--- src/rtl/mem_port_arbiter.sv ---
// Arbitrates one single-ported memory between instruction fetch and data access.
// Optional ack watchdog and mem_err output are enabled with `define MEM_TIMEOUT_EN.
`timescale 1ns/1ps

module mem_port_arbiter #(
    parameter int unsigned ADDR_W     = 32,
    parameter int unsigned DATA_W     = 32,
    parameter int unsigned STARVE_MAX = 4
`ifdef MEM_TIMEOUT_EN
    ,
    parameter int unsigned TIMEOUT_CYC = 255
`endif
) (
    input  logic                clk,
    input  logic                rst_n,

    input  logic                if_req,
    input  logic [ADDR_W-1:0]   if_addr,
    input  logic                if_flush,
    output logic                if_gnt,
    output logic                if_rvalid,
    output logic [DATA_W-1:0]   if_rdata,

    input  logic                dm_req,
    input  logic                dm_we,
    input  logic [DATA_W/8-1:0] dm_be,
    input  logic [ADDR_W-1:0]   dm_addr,
    input  logic [DATA_W-1:0]   dm_wdata,
    output logic                dm_gnt,
    output logic                dm_rvalid,
    output logic [DATA_W-1:0]   dm_rdata,

    output logic                mem_req,
    output logic                mem_we,
    output logic [DATA_W/8-1:0] mem_be,
    output logic [ADDR_W-1:0]   mem_addr,
    output logic [DATA_W-1:0]   mem_wdata,
    input  logic                mem_ack,
    input  logic [DATA_W-1:0]   mem_rdata,
`ifdef MEM_TIMEOUT_EN
    output logic                mem_err,
`endif
    output logic                busy
);

    localparam int unsigned BE_W = DATA_W / 8;
    localparam logic [3:0] StarveMax = 4'(STARVE_MAX);

    typedef enum logic [1:0] {
        StIdle,
        StBusyIf,
        StBusyDm
    } state_e;

    state_e              state_q, state_d;
    logic [3:0]          starve_q, starve_d;
    logic                drop_q, drop_d;
    logic                drop_now;
    logic                if_elig;

    logic                mem_req_q, mem_req_d;
    logic                mem_we_q, mem_we_d;
    logic [BE_W-1:0]     mem_be_q, mem_be_d;
    logic [ADDR_W-1:0]   mem_addr_q, mem_addr_d;
    logic [DATA_W-1:0]   mem_wdata_q, mem_wdata_d;

    logic                if_rvalid_q, if_rvalid_d;
    logic [DATA_W-1:0]   if_rdata_q, if_rdata_d;
    logic                dm_rvalid_q, dm_rvalid_d;
    logic [DATA_W-1:0]   dm_rdata_q, dm_rdata_d;

`ifdef MEM_TIMEOUT_EN
    localparam int unsigned WdW = $clog2(TIMEOUT_CYC + 1);
    logic [WdW-1:0]      wd_q, wd_d;
    logic                err_q, err_d;
`endif

    assign if_elig = if_req & ~if_flush;

    always_comb begin
        state_d     = state_q;
        starve_d    = starve_q;
        drop_d      = drop_q;
        drop_now    = 1'b0;
        mem_req_d   = mem_req_q;
        mem_we_d    = mem_we_q;
        mem_be_d    = mem_be_q;
        mem_addr_d  = mem_addr_q;
        mem_wdata_d = mem_wdata_q;
        if_rvalid_d = 1'b0;
        if_rdata_d  = if_rdata_q;
        dm_rvalid_d = 1'b0;
        dm_rdata_d  = dm_rdata_q;
        if_gnt      = 1'b0;
        dm_gnt      = 1'b0;
`ifdef MEM_TIMEOUT_EN
        wd_d        = wd_q;
        err_d       = 1'b0;
`endif

        unique case (state_q)
            StIdle: begin
                // Data wins ties until fetch has lost STARVE_MAX rounds in a row.
                if (if_elig && (!dm_req || starve_q == StarveMax)) begin
                    if_gnt = 1'b1;
                end else if (dm_req) begin
                    dm_gnt = 1'b1;
                end

                if (if_gnt) begin
                    state_d     = StBusyIf;
                    mem_req_d   = 1'b1;
                    mem_we_d    = 1'b0;
                    mem_be_d    = '1;
                    mem_addr_d  = if_addr;
                    mem_wdata_d = '0;
                    starve_d    = 4'd0;
                    drop_d      = 1'b0;
                end else if (dm_gnt) begin
                    state_d     = StBusyDm;
                    mem_req_d   = 1'b1;
                    mem_we_d    = dm_we;
                    mem_be_d    = dm_be;
                    mem_addr_d  = dm_addr;
                    mem_wdata_d = dm_wdata;
                    if (if_elig && starve_q < StarveMax) begin
                        starve_d = starve_q + 4'd1;
                    end
                end
`ifdef MEM_TIMEOUT_EN
                wd_d = '0;
`endif
            end

            StBusyIf, StBusyDm: begin
                // A flush in the ack cycle must suppress the response too.
                drop_now = drop_q | ((state_q == StBusyIf) & if_flush);
                if (state_q == StBusyIf) begin
                    drop_d = drop_now;
                end

                if (mem_ack) begin
                    state_d   = StIdle;
                    mem_req_d = 1'b0;
                    drop_d    = 1'b0;
                    if (state_q == StBusyIf) begin
                        if_rvalid_d = ~drop_now;
                        if_rdata_d  = mem_rdata;
                    end else begin
                        dm_rvalid_d = 1'b1;
                        dm_rdata_d  = mem_rdata;
                    end
                end
`ifdef MEM_TIMEOUT_EN
                else if (wd_q == WdW'(TIMEOUT_CYC - 1)) begin
                    state_d   = StIdle;
                    mem_req_d = 1'b0;
                    drop_d    = 1'b0;
                    err_d     = 1'b1;
                    if (state_q == StBusyIf) begin
                        if_rvalid_d = ~drop_now;
                        if_rdata_d  = '0;
                    end else begin
                        dm_rvalid_d = 1'b1;
                        dm_rdata_d  = '0;
                    end
                end else begin
                    wd_d = wd_q + 1'b1;
                end
`endif
            end

            default: begin
                state_d   = StIdle;
                mem_req_d = 1'b0;
            end
        endcase
    end

    always_ff @(posedge clk or negedge rst_n) begin
        if (!rst_n) begin
            state_q     <= StIdle;
            starve_q    <= 4'd0;
            drop_q      <= 1'b0;
            mem_req_q   <= 1'b0;
            mem_we_q    <= 1'b0;
            mem_be_q    <= '0;
            mem_addr_q  <= '0;
            mem_wdata_q <= '0;
            if_rvalid_q <= 1'b0;
            if_rdata_q  <= '0;
            dm_rvalid_q <= 1'b0;
            dm_rdata_q  <= '0;
        end else begin
            state_q     <= state_d;
            starve_q    <= starve_d;
            drop_q      <= drop_d;
            mem_req_q   <= mem_req_d;
            mem_we_q    <= mem_we_d;
            mem_be_q    <= mem_be_d;
            mem_addr_q  <= mem_addr_d;
            mem_wdata_q <= mem_wdata_d;
            if_rvalid_q <= if_rvalid_d;
            if_rdata_q  <= if_rdata_d;
            dm_rvalid_q <= dm_rvalid_d;
            dm_rdata_q  <= dm_rdata_d;
        end
    end

`ifdef MEM_TIMEOUT_EN
    always_ff @(posedge clk or negedge rst_n) begin
        if (!rst_n) begin
            wd_q  <= '0;
            err_q <= 1'b0;
        end else begin
            wd_q  <= wd_d;
            err_q <= err_d;
        end
    end

    assign mem_err = err_q;
`endif

    assign mem_req   = mem_req_q;
    assign mem_we    = mem_we_q;
    assign mem_be    = mem_be_q;
    assign mem_addr  = mem_addr_q;
    assign mem_wdata = mem_wdata_q;
    assign if_rvalid = if_rvalid_q;
    assign if_rdata  = if_rdata_q;
    assign dm_rvalid = dm_rvalid_q;
    assign dm_rdata  = dm_rdata_q;
    assign busy      = (state_q != StIdle);

endmodule

--- config.mk ---
export PLATFORM = sky130hd
export DESIGN_NAME = mem_port_arbiter
export DESIGN_NICKNAME = d
export VERILOG_FILES = /design/src/rtl/mem_port_arbiter.sv
export SDC_FILE = /design/constraint.sdc
export NUM_CORES = 1
export LEC_CHECK = 0
export ABC_AREA = 1
export BUFFER_PORTS_ARGS = -buffer_cell sky130_fd_sc_hd__buf_2
export CORE_ASPECT_RATIO = 0.75
export CORE_MARGIN = 3
export CORE_UTILIZATION = 47
export CTS_CLUSTER_DIAMETER = 40
export DETAILED_ROUTE_END_ITERATION = 10
export GPL_ROUTABILITY_DRIVEN = 0
export MAX_ROUTING_LAYER = met4
export PLACE_DENSITY = 0.77
export SYNTH_ARGS = -nofsm -noshare
export SYNTH_HDL_FRONTEND = slang
export SYNTH_SLANG_ARGS = --single-unit
--- constraint.sdc ---
create_clock -name clk -period 2.77 [get_ports clk]
set_input_delay 0 -clock clk [delete_from_list [all_inputs] [get_ports clk]]
set_output_delay 0 -clock clk [all_outputs]
set_load 0.03 [all_outputs]
-- Word level (Yosys, flattened, before mapping)
Index checks and enable logic that the tools add are counted.
- bitwise logic cells: 6
- reduce and logical (&&, ||, !) cells: 16
- add/sub/neg operators: 1
- muxes and demuxes: 36
- eq/ne operators: 7
- order comparisons: 1
- operators with widths (operator ; number):
    $mux W32 ; 4
    $mux W1 ; 21
    $mux W4 ; 5
    $reduce_and A3 Y1 ; 4
    $reduce_bool A2 Y1 ; 4
    $mux W2 ; 3
    $ne A3 B3 Y1 const B ; 2
    $add A4 B1 Y4 const B ; 1
    $eq A4 B3 Y1 const B ; 1
    $lt A4 B3 Y1 const B ; 1
    $ne A2 B2 Y1 const B ; 2
    $pmux W1 S2 ; 2
    $pmux W2 S2 ; 1
    $reduce_and A2 Y1 ; 2
    $not A1 Y1 ; 3
    $and A1 B1 Y1 ; 2
    $eq A2 B1 Y1 const B ; 1
    $eq A2 B2 Y1 const B ; 1
    $logic_and A1 B1 Y1 ; 2
    $logic_not A2 Y1 ; 1
    $reduce_or A2 Y1 ; 1
    $logic_not A1 Y1 ; 1
    $logic_or A1 B1 Y1 ; 1
    $or A1 B1 Y1 ; 1
- flip-flop bits (word level): 143
- output and inout bits: 139

-- Depth between registers and ports, before layout
- depth in word-level cells: 8
- gate-level depth with buffers: 9

-- Worst setup path before layout
OpenSTA, ideal clock, no wires.
- kind: reg2reg
- start point: register state_q[0]
- end point: register starve_q[2]
- cell stages (with the launch flop): 8
- data required time: 2.638 ns
- arrival: 1.392 ns
- setup time: 0.132 ns
- setup slack: 1.246 ns
- cells stage by stage: dfrtp_1 -> inv_1 -> ha_1 -> inv_2 -> nor2_1 -> nand2_1 -> inv_1 -> nor2_1
- word-level cells in the longest chain between the ends: 2
- RTL lines (what ; RTL line ; RTL):
    from (decl) ; 55 ; state_e state_q, state_d;
    from (signal assigned) ; 182 ; state_q <= StIdle;
    from (signal assigned) ; 195 ; state_q <= state_d;
    $logic_not A2 Y1 ; 101 ; unique case (state_q)
    $reduce_and A3 Y1 (no line) ; - ;
    to (signal assigned) ; 196 ; starve_q <= starve_d;
    to (decl) ; 56 ; logic [3:0] starve_q, starve_d;
No other way between the ends.
A chain may end at the register's enable or synchronous reset.

-- Final worst setup path
- start point: input if_flush
- end point: register mem_addr_q[1], in the netlist mem_addr[1]
- word-level cells in the longest chain between the ends: 7
- RTL lines (what ; RTL line ; RTL):
    from (decl) ; 19 ; input logic if_flush,
    $not A1 Y1 * ; 78 ; assign if_elig = if_req & ~if_flush;
    $and A1 B1 Y1 * ; 78 ;
    $logic_and A1 B1 Y1 * ; 104 ; if (if_elig && (!dm_req || starve_q == StarveMax)) begin
    $mux W1 ; 104 ;
    $mux W1 ; 101 ;
    $reduce_bool A2 Y1 (no line) ; - ;
    $reduce_and A2 Y1 (no line) ; - ;
    to (signal assigned) ; 201 ; mem_addr_q <= mem_addr_d;
    to (decl) ; 64 ; logic [ADDR_W-1:0] mem_addr_q, mem_addr_d;
Mark *: on every way between the ends. The rest lies on a longest branch, timed or not. The select of a mux whose other input is x is not followed.

==> key figures <==
Run status
  • Outcome: completed

Timing
  • Slew HR: 0.327
  • Setup ws final: 240 ps
  • Final Max Tran Viols: 0
  • Worst slew pin tran: 1010 ps
  • RSZ-0062 raised after global routing: false
  • Setup violators final: 0
  • Hold Violations, Final: 0
  • Clock skew: 5.38 ps
  • Final hold slack: 32.2 ps
  • Crit path time final: 2530 ps
  • Final setup TNS: 0 ps
  • Fmax: 395 MHz
  • Fin crit share: 0.913

Floorplan
  • Core Region: 12500 um^2
  • Total die area: 14400 um^2
  • Initial Utilization: 0.489
  • Row cnt: 35
  • Die span in x: 138 um
  • Number of top-level pins: 278
  • Chip height: 105 um

Final layout
  • Final #Nets: 1248
  • Most common cell after layout, fill and taps aside: buf_2
  • Layout area overhead: 57.1%
  • Fillers: 794
  • Post-route core utilization: 0.768
  • Layout cells sized above 1: 0.291
  • Cell Count, Final, Fillers Out: 1285
  • Commonest non-fill, non-tap cells in the layout: 276 x buf_2, 239 x nand2_1, 143 x dfrtp_1, 136 x dlygate4sd3_1, 77 x inv_1

Clock tree
  • CTS max path bufs: 2
  • H-tree Lvls: 4
  • Post-CTS Hold Buffers: 136
  • CTS tree: done
  • TritonCTS buffer count: 17
  • Post-CTS setup buffer count: 0
  • Worst skew pair latency: 400 ps
  • CTS root buf: clkbuf_16
  • Sink Count: 143
  • # resized after CTS: 0
  • Clock transition at path regs: 60 ps

Hold path
  • Hold Crit Class: in2reg
  • Hold Crit Depth: 5

Power and ir drop
  • Pleak: 5.29 nW
  • Net Sw Frac: 0.455
  • Net Switching: 0.00505 W
  • Peak VDD IR: 0.000603 V
  • Clock network power share: 0.216
  • Internal Pwr Total: 0.00604 W
  • Sequential Power Share: 0.322
  • Comb power frac: 0.462
  • Power per cell area: 1160 nW/um^2

Synth
  • Syn avg cell area: 8.63 um^2
  • Synth area leaders: dfrtp_1 59%, nand2_1 15%, nand3_1 5.7%
  • Flop and latch count out of synthesis: 143
  • Dominant cell type by area after synthesis: dfrtp_1
  • Post-Synthesis Cell Area: 6100 um^2
  • Yosys warns: 0
  • Mapped Cells: 707
  • Syn_nets: 850
  • Distinct cells, synth: 19
  • Sequential area share after synthesis: 0.586
  • Top cell type's share of synthesized area: 0.586

Routing
  • DR WL/cell: 15.9 um
  • DR iter-0 viols: 416
  • Residual DRC: 0
  • DR pass1 iterations: 5
  • Via Count: 6501
  • Mean number of vias per cell: 5.06
  • Routed Antenna Nets: 0
  • Final WL: 20500 um

Setup path
  • Worst-path maximum fanout: 49
  • Kind of critical path: in2reg
  • R2r worst-path depth: 10
  • Critical Path RT: 3110 ps
  • CP Data Arrival Time: 2870 ps
  • Worst setup EP type: flip-flop
  • Startpoint types: input pin

Placed design
  • Placed cell count: 1116
  • Pre-CTS setup slack: 909 ps
  • Port bufs: 277
  • Hpwl dp: 11800 um

GRT
  • GR Util All Layers: 0.298
  • Total gr overflow: 0
  • First-pass GRT wire length: 32800 um
  • Vias in the first global route: 6617
  • Initial antenna violation count: 1
  • Largest net degree at the start of global routing: 70

Run
  • Max Cap Violations: 0
kinds of logic (layout without fill, tap and decap cells):
kind of cell	after synthesis	in the layout	synth area share
other	0	1	0
AO/OA/AOI/OAI	76	76	0.0625
flip-flops	143	143	0.586
buffers and inverters	121	532	0.0828
AND/OR/NAND/NOR	363	363	0.260
adder cells (fa/ha/maj)	4	4	0.00820
cell usage after synthesis (all sizes together):
library cell and number:
nand2 244, dfrtp 143, inv 80, nand3 70
o21ai 70, nand3b 32, buf 25, clkbuf 16
nor2 15, a21oi 5, ha 4, a31oi 1
nand4 1, nor3b 1
flip-flops by register name, indices dropped and copies added (netlist names):
name	flops
mem_addr	32
drop_q	1
mem_req	1
dm_rvalid	1
mem_wdata	32
if_rdata	32
if_rvalid	1
state_q	2
mem_be	4
starve_q	4
dm_rdata	32
mem_we	1
power groups by stage:
stage | Sequential (W) | Clock (W) | Combinational, W
2_1_floorplan | 0.00538 | 0 | 0.00140
3_3_place_gp | 0.00354 | 0 | 0.00466
3_5_place_dp | 0.00355 | 0 | 0.00476
4_1_cts | 0.00354 | 0.00243 | 0.00503
5_1_grt | 0.00368 | 0.00254 | 0.00550
6_report | 0.00358 | 0.00239 | 0.00512
final timing paths:
check                                         from                       end  slack, ps
setup / recovery                          if_flush   mem_addr[1]$_DFFE_PN0P_        240
hold / removal                             mem_ack        drop_q$_DFFE_PN0P_         30
setup reg to reg           starve_q[0]$_DFFE_PN0P_   mem_addr[1]$_DFFE_PN0P_        380
hold reg to reg                 drop_q$_DFFE_PN0P_        drop_q$_DFFE_PN0P_        470
max in group asynchronous                    rst_n   if_rdata[5]$_DFFE_PN0P_       1880
min in group asynchronous                    rst_n  if_rdata[27]$_DFFE_PN0P_        110
routing by layer:
layer  GRT usage  share of wire  vias up
met2       0.490           0.50      364
met1       0.342           0.37     3045
met3      0.0731          0.087       76
met4       0.136          0.041        0
li1            -              -     3016
met5           -              0        -
worst max-delay path: stages:
cell	delay, ps
dlygate4sd3_1	550
buf_2	140
inv_1	60
nand2_2	60
inv_2	450
nand2_2	470
buf_12	340
nand2_1	90
nand3_1	70
dlygate4sd3_1	580
nand2_1	60
final cells by class:
cell class              count  area (um^2)  share of cell area
flip-flops and latches    143         3580               0.373
repair buffers            420         2840               0.297
multi-input cells         443         2030               0.211
clock buffers              19          453              0.0472
inverters                  80          300              0.0313
well taps                 166          208              0.0217
clock inverters            13          175              0.0183
diodes                      1         2.50            0.000261
metrics by stage:
stage	power, W	area, um^2
final	0.0111	9590
after global routing	0.0117	9590
after CTS	0.0110	9580
after detailed placement	0.00831	7590
after global placement	0.00821	7590
after floorplan	0.00678	6100
Power figures use the tool's default switching activity.
